<file path="config.mk">
export PLATFORM = sky130hd
export DESIGN_NAME = uart_frame_rx
export DESIGN_NICKNAME = d
export VERILOG_FILES = /design/src/rtl/uart_frame_rx.sv
export SDC_FILE = /design/constraint.sdc
export NUM_CORES = 1
export LEC_CHECK = 0
export ABC_AREA = 1
export CAP_MARGIN = 25
export CORE_MARGIN = 1
export CORE_UTILIZATION = 60
export DETAILED_ROUTE_END_ITERATION = 6
export PLACE_DENSITY = 0.79
export SETUP_SLACK_MARGIN = 0.05
export SYNTH_ARGS = -nofsm -noshare
export SYNTH_HDL_FRONTEND = slang
export SYNTH_SLANG_ARGS = --single-unit
export TNS_END_PERCENT = 100
</file>
<file path="constraint.sdc">
create_clock -name i_clk -period 2.9 [get_ports i_clk]
set_clock_uncertainty 0.05 [all_clocks]
set_input_delay 0.29 -clock i_clk [delete_from_list [all_inputs] [get_ports i_clk]]
set_output_delay 0.29 -clock i_clk [all_outputs]
set_load 0.01 [all_outputs]
</file>
<file path="src/rtl/uart_frame_rx.sv">
// Receive-side deframer: SOF, LEN, payload, CHK (XOR of LEN and payload) -> verified payload stream.
// Optional UART_FRAME_STATS_EN adds saturating good/bad frame counters.
module uart_frame_rx #(
  parameter logic [7:0]  SOF_BYTE     = 8'hA5,
  parameter int unsigned MAX_LEN      = 16,
  parameter int unsigned TIMEOUT_CLKS = 8680
) (
  input  logic        i_clk,
  input  logic        i_rst,
  input  logic        i_rx_dv,
  input  logic [7:0]  i_rx_byte,
  output logic        o_m_valid,
  output logic [7:0]  o_m_data,
  output logic        o_m_last,
  input  logic        i_m_ready,
  output logic [7:0]  o_frame_len,
  output logic        o_err,
  output logic [1:0]  o_err_code,
  output logic        o_busy
`ifdef UART_FRAME_STATS_EN
  ,
  output logic [15:0] o_frames_ok,
  output logic [15:0] o_frames_err
`endif
);

  localparam int unsigned IW = $clog2(MAX_LEN + 1);
  localparam int unsigned AW = (MAX_LEN > 1) ? $clog2(MAX_LEN) : 1;
  localparam int unsigned TW = (TIMEOUT_CLKS > 1) ? $clog2(TIMEOUT_CLKS) : 1;

  typedef enum logic [2:0] {S_IDLE, S_LEN, S_PAYLOAD, S_CHK, S_DRAIN} state_t;
  typedef enum logic [1:0] {E_LEN = 2'd0, E_CHK = 2'd1, E_TMO = 2'd2, E_OVR = 2'd3} err_code_t;

  state_t      state_q, state_n;
  err_code_t   code_n;
  logic        err_n;
  logic [7:0]  len_q;
  logic [7:0]  chk_q;
  logic [IW-1:0] wr_idx;
  logic [IW-1:0] rd_idx;
  logic [TW-1:0] tcnt;
  logic [7:0]  mem [2**AW];
  logic        timeout_hit;
  logic        handshake;
  logic        rd_last;

  assign timeout_hit = (tcnt == TW'(TIMEOUT_CLKS - 1));
  assign o_m_valid   = (state_q == S_DRAIN);
  assign handshake   = o_m_valid && i_m_ready;
  assign rd_last     = (8'(rd_idx) == (len_q - 8'd1));
  assign o_m_data    = o_m_valid ? mem[rd_idx[AW-1:0]] : '0;
  assign o_m_last    = o_m_valid && rd_last;
  assign o_frame_len = len_q;
  assign o_busy      = (state_q != S_IDLE);

  always_comb begin
    state_n = state_q;
    err_n   = 1'b0;
    code_n  = E_LEN;
    unique case (state_q)
      S_IDLE: begin
        if (i_rx_dv && (i_rx_byte == SOF_BYTE)) state_n = S_LEN;
      end
      S_LEN: begin
        if (i_rx_dv) begin
          if ((i_rx_byte == 8'd0) || (32'(i_rx_byte) > MAX_LEN)) begin
            err_n   = 1'b1;
            code_n  = E_LEN;
            state_n = S_IDLE;
          end else begin
            state_n = S_PAYLOAD;
          end
        end else if (timeout_hit) begin
          err_n   = 1'b1;
          code_n  = E_TMO;
          state_n = S_IDLE;
        end
      end
      S_PAYLOAD: begin
        if (i_rx_dv) begin
          if ((8'(wr_idx) + 8'd1) == len_q) state_n = S_CHK;
        end else if (timeout_hit) begin
          err_n   = 1'b1;
          code_n  = E_TMO;
          state_n = S_IDLE;
        end
      end
      S_CHK: begin
        if (i_rx_dv) begin
          if (i_rx_byte == chk_q) begin
            state_n = S_DRAIN;
          end else begin
            err_n   = 1'b1;
            code_n  = E_CHK;
            state_n = S_IDLE;
          end
        end else if (timeout_hit) begin
          err_n   = 1'b1;
          code_n  = E_TMO;
          state_n = S_IDLE;
        end
      end
      S_DRAIN: begin
        // Strobes here are dropped as overruns, even one coinciding with the final handshake.
        if (i_rx_dv) begin
          err_n  = 1'b1;
          code_n = E_OVR;
        end
        if (handshake && rd_last) state_n = S_IDLE;
      end
      default: state_n = S_IDLE;
    endcase
  end

  always_ff @(posedge i_clk) begin
    if (i_rst) begin
      state_q    <= S_IDLE;
      len_q      <= '0;
      chk_q      <= '0;
      wr_idx     <= '0;
      rd_idx     <= '0;
      tcnt       <= '0;
      o_err      <= 1'b0;
      o_err_code <= '0;
    end else begin
      state_q    <= state_n;
      o_err      <= err_n;
      o_err_code <= err_n ? code_n : '0;

      if ((state_q inside {S_LEN, S_PAYLOAD, S_CHK}) && !i_rx_dv && !timeout_hit)
        tcnt <= tcnt + 1'b1;
      else
        tcnt <= '0;

      unique case (state_q)
        S_LEN: begin
          if (i_rx_dv) begin
            len_q  <= i_rx_byte;
            chk_q  <= i_rx_byte;
            wr_idx <= '0;
          end
        end
        S_PAYLOAD: begin
          if (i_rx_dv) begin
            chk_q  <= chk_q ^ i_rx_byte;
            wr_idx <= wr_idx + 1'b1;
          end
        end
        S_CHK: begin
          if (i_rx_dv) rd_idx <= '0;
        end
        S_DRAIN: begin
          if (handshake) rd_idx <= rd_idx + 1'b1;
        end
        default: ;
      endcase
    end
  end

  always_ff @(posedge i_clk) begin
    if ((state_q == S_PAYLOAD) && i_rx_dv && !i_rst) mem[wr_idx[AW-1:0]] <= i_rx_byte;
  end

`ifdef UART_FRAME_STATS_EN
  always_ff @(posedge i_clk) begin
    if (i_rst) begin
      o_frames_ok  <= '0;
      o_frames_err <= '0;
    end else begin
      if ((state_q == S_CHK) && (state_n == S_DRAIN) && (o_frames_ok != '1))
        o_frames_ok <= o_frames_ok + 1'b1;
      if (o_err && (o_frames_err != '1))
        o_frames_err <= o_frames_err + 1'b1;
    end
  end
`endif

endmodule

</file>
==> results by group <==
Pwr
  – Peak supply drop: 0.382 mV
  – Pwr dens: 562 mW/mm2
  – Leakage power: 0.00320 uW
  – Total power: 5110 uW

Min path
  – Hold_sp: tcnt[0]$_SDFF_PP0_
  – Hold Crit Class: flip-flop to flip-flop

Setup path
  – Worst Path Arrival: 2.47 ns
  – Required time worst endpoint: 2.56 ns
  – Worst r2r src: state_q[2]$_SDFFE_PP0P_
  – CP endpoint: o_m_data[6]
  – WS Path Type: flip-flop to output pin
  – FF-to-FF setup slack: 0.67 ns
  – Setup crit end kind: output pin
  – End of the worst register-to-register path: mem[7][6]$_DFFE_PP_
  – Worst setup SP type: flip-flop
  – R2r worst-path depth: 9
  – Crit Path Max Fanout: 13

Clock network
  – Clock Sinks: 178
  – CTS H-Tree Depth: 4
  – Worst skew pair latency: 0.43 ns
  – CTS Buf Count: 17
  – CTS tree: yes
  – Root Driver: clkbuf_16
  – Clock tree buffer depth: 2
  – Clock transition at the registers of the reported paths: 0.06 ns
  – Hold Buf Count CTS: 0

Yosys
  – Largest area contributor in the netlist: edfxtp_1
  – Top cells by count, synth: edfxtp_1, nor2_1, nand2_1
  – Post-synth EDFFs: 128
  – Syn nets: 785
  – #FFs+latches synth: 178
  – Top_reg_cell synth: edfxtp_1
  – Top cell type's share of synthesized area: 49.4%
  – Dominant cell by count in the synthesized netlist: edfxtp_1
  – Netlist cell types: 38
  – Async set-reset flop share out of synthesis: 0%
  – Syn avg cell area: 10.2 um2
  – Synth warn: 0
  – Seq/Total Area, Yosys: 62.3%
  – Synth top area cells: edfxtp_1, dfxtp_1, nor2_1
  – Cell Area, Synth: 0.00777 mm2
  – Syn Inst Count: 766

STA
  – Hold Vio Cnt, Final: 0
  – Slew Viols, Final: 0
  – Final-report setup violation count: 0
  – Final min period: 2.81 ns
  – Worst Tran Pin Value: 0.545 ns
  – Max transition margin: 63.5%
  – RSZ-0062 raised after global routing: true
  – Fmax: 356 MHz
  – Hold Worst Slack: 0.417 ns
  – Post-route clock period utilization: 96.8%
  – Setup TNS: 0 ns

Cells and area
  – Area Overhead vs Synth: 16.8%
  – Layout cell share with drive strength beyond 1: 10.7%
  – Final Util: 72.0%
  – Final nets: 840
  – N_diodes: 0
  – Finished Layout Cells: 1,005

Job
  – MaxCap Viol Count: 0

Detailed routing
  – DR pass1 iterations: 5
  – Via-to-Cell Ratio: 5.95
  – Routed vias: 5,979
  – Wire length per cell: 18.8 um
  – WL final: 18.9 mm
  – Post-route DRC violation count: 0
  – Post-route ant nets: 0
  – Initial DRC count: 656

Placement
  – Gpl congestion: 0.918
  – Dpl hpwl: 12.5 mm
  – # placed instances: 974
  – Buffers on Ports: 33

GRT
  – Total GRT Usage: 30.5%
  – Congestion Overflow GR: 0
  – Vias in the first global route: 5,871
  – Largest net degree at the start of global routing: 37
  – First-pass GRT wire length: 29.9 mm
  – Initial antenna violation count: 0

Floorplan
  – Die area: 0.0134 mm2
  – Initial Util: 61.6%
  – Core Box Area: 0.0126 mm2
  – Width of the die: 116 um
  – FP Rows: 41
  – I/O pins: 34
  – Chip Height: 116 um

Status
  – Status: finished, final reports clean
[logic make-up (layout without fill, tap and decap cells)]
group / count (synthesis) / after routing / share of synthesized area [%]
buffers and inverters: 95 / 162 / 4.89
multiplexers: 6 / 6 / 0.837
XOR/XNOR: 14 / 14 / 1.58
flip-flops: 178 / 178 / 62.3
AO/OA/AOI/OAI: 177 / 177 / 13.5
adder cells (fa/ha/maj): 7 / 7 / 1.13
AND/OR/NAND/NOR: 289 / 289 / 15.8
[routing by layer]
| metal | global-route usage [%] | wire length, um | vias up |
|---|---|---|---|
| met5 | 0 | 0 | - |
| met4 | 18.9 | 790 | 0 |
| met3 | 5.70 | 1440 | 58 |
| met2 | 49.4 | 9210 | 324 |
| met1 | 38.2 | 7490 | 2795 |
| li1 | - | - | 2802 |
[per-stage QoR]
stage                     setup slack, ns  cell area, um2
after floorplan                     0.821            7770
after global routing               0.0280            9080
after detailed placement            0.543            8470
after CTS                          0.0617            9060
final                              0.0936            9080
after global placement              0.590            8470
[flip-flops by register name (all words and copies together) (netlist names), named ones only]
signal       count
o_err            1
state_q          3
wr_idx           5
tcnt            14
o_frame_len      8
chk_q            8
rd_idx           5
mem            128
o_err_code       2
[repair_timing]
action,4_1_cts,5_1_grt
setup endpoints to repair,0,6
buffers inserted,0,0
resized for setup,0,6
[critical path: stages (launching register included)]
cell	delay, ns
dfxtp_1	0.43
buf_4	0.24
o21ai_0	0.13
o221ai_1	0.20
o211ai_1	0.19
a21oi_1	0.26
clkdlybuf4s50_1	0.58
[report_power, final]
group	switching [uW]	internal (uW)	total (uW)	leakage (uW)
Clock	927	1350	2280	0.000272
Combinational	73.3	34.5	108	0.00137
Sequential	0.490	2720	2720	0.00155
[cells in the final DEF, fill, tap and decap left out, types with 17 or more instances in the layout]
cell type        instances
dfxtp_1                 49
nand2_1                 98
clkbuf_16               17
nor2_1                 118
edfxtp_1               128
inv_1                   56
buf_4                   31
o21ai_0                 83
clkdlybuf4s50_1         33
o221ai_1                22
a21oi_1                 44
nand3_1                 30
[worst min path at each step]
stage / endpoint / slack [ns] / cells after the start
2_1_floorplan: mem[0][0]$_DFFE_PP_ / 0.34 / 0
3_3_place_gp: tcnt[0]$_SDFF_PP0_ / 0.38 / 1
3_5_place_dp: tcnt[0]$_SDFF_PP0_ / 0.41 / 1
4_1_cts: tcnt[0]$_SDFF_PP0_ / 0.42 / 1
5_1_grt: tcnt[0]$_SDFF_PP0_ / 0.45 / 1
6_report: tcnt[0]$_SDFF_PP0_ / 0.42 / 1
[final cells by class]
type | count | area [um2]
Fill cell | 909 | 3540
Timing Repair Buffer | 69 | 637
Clock inverter | 12 | 159
Sequential cell | 178 | 4850
Multi-Input combinational cell | 493 | 2560
Clock buffer | 19 | 433
Inverter | 62 | 233
Tap cell | 172 | 215
No activity file was read; power rests on OpenSTA's default activity.
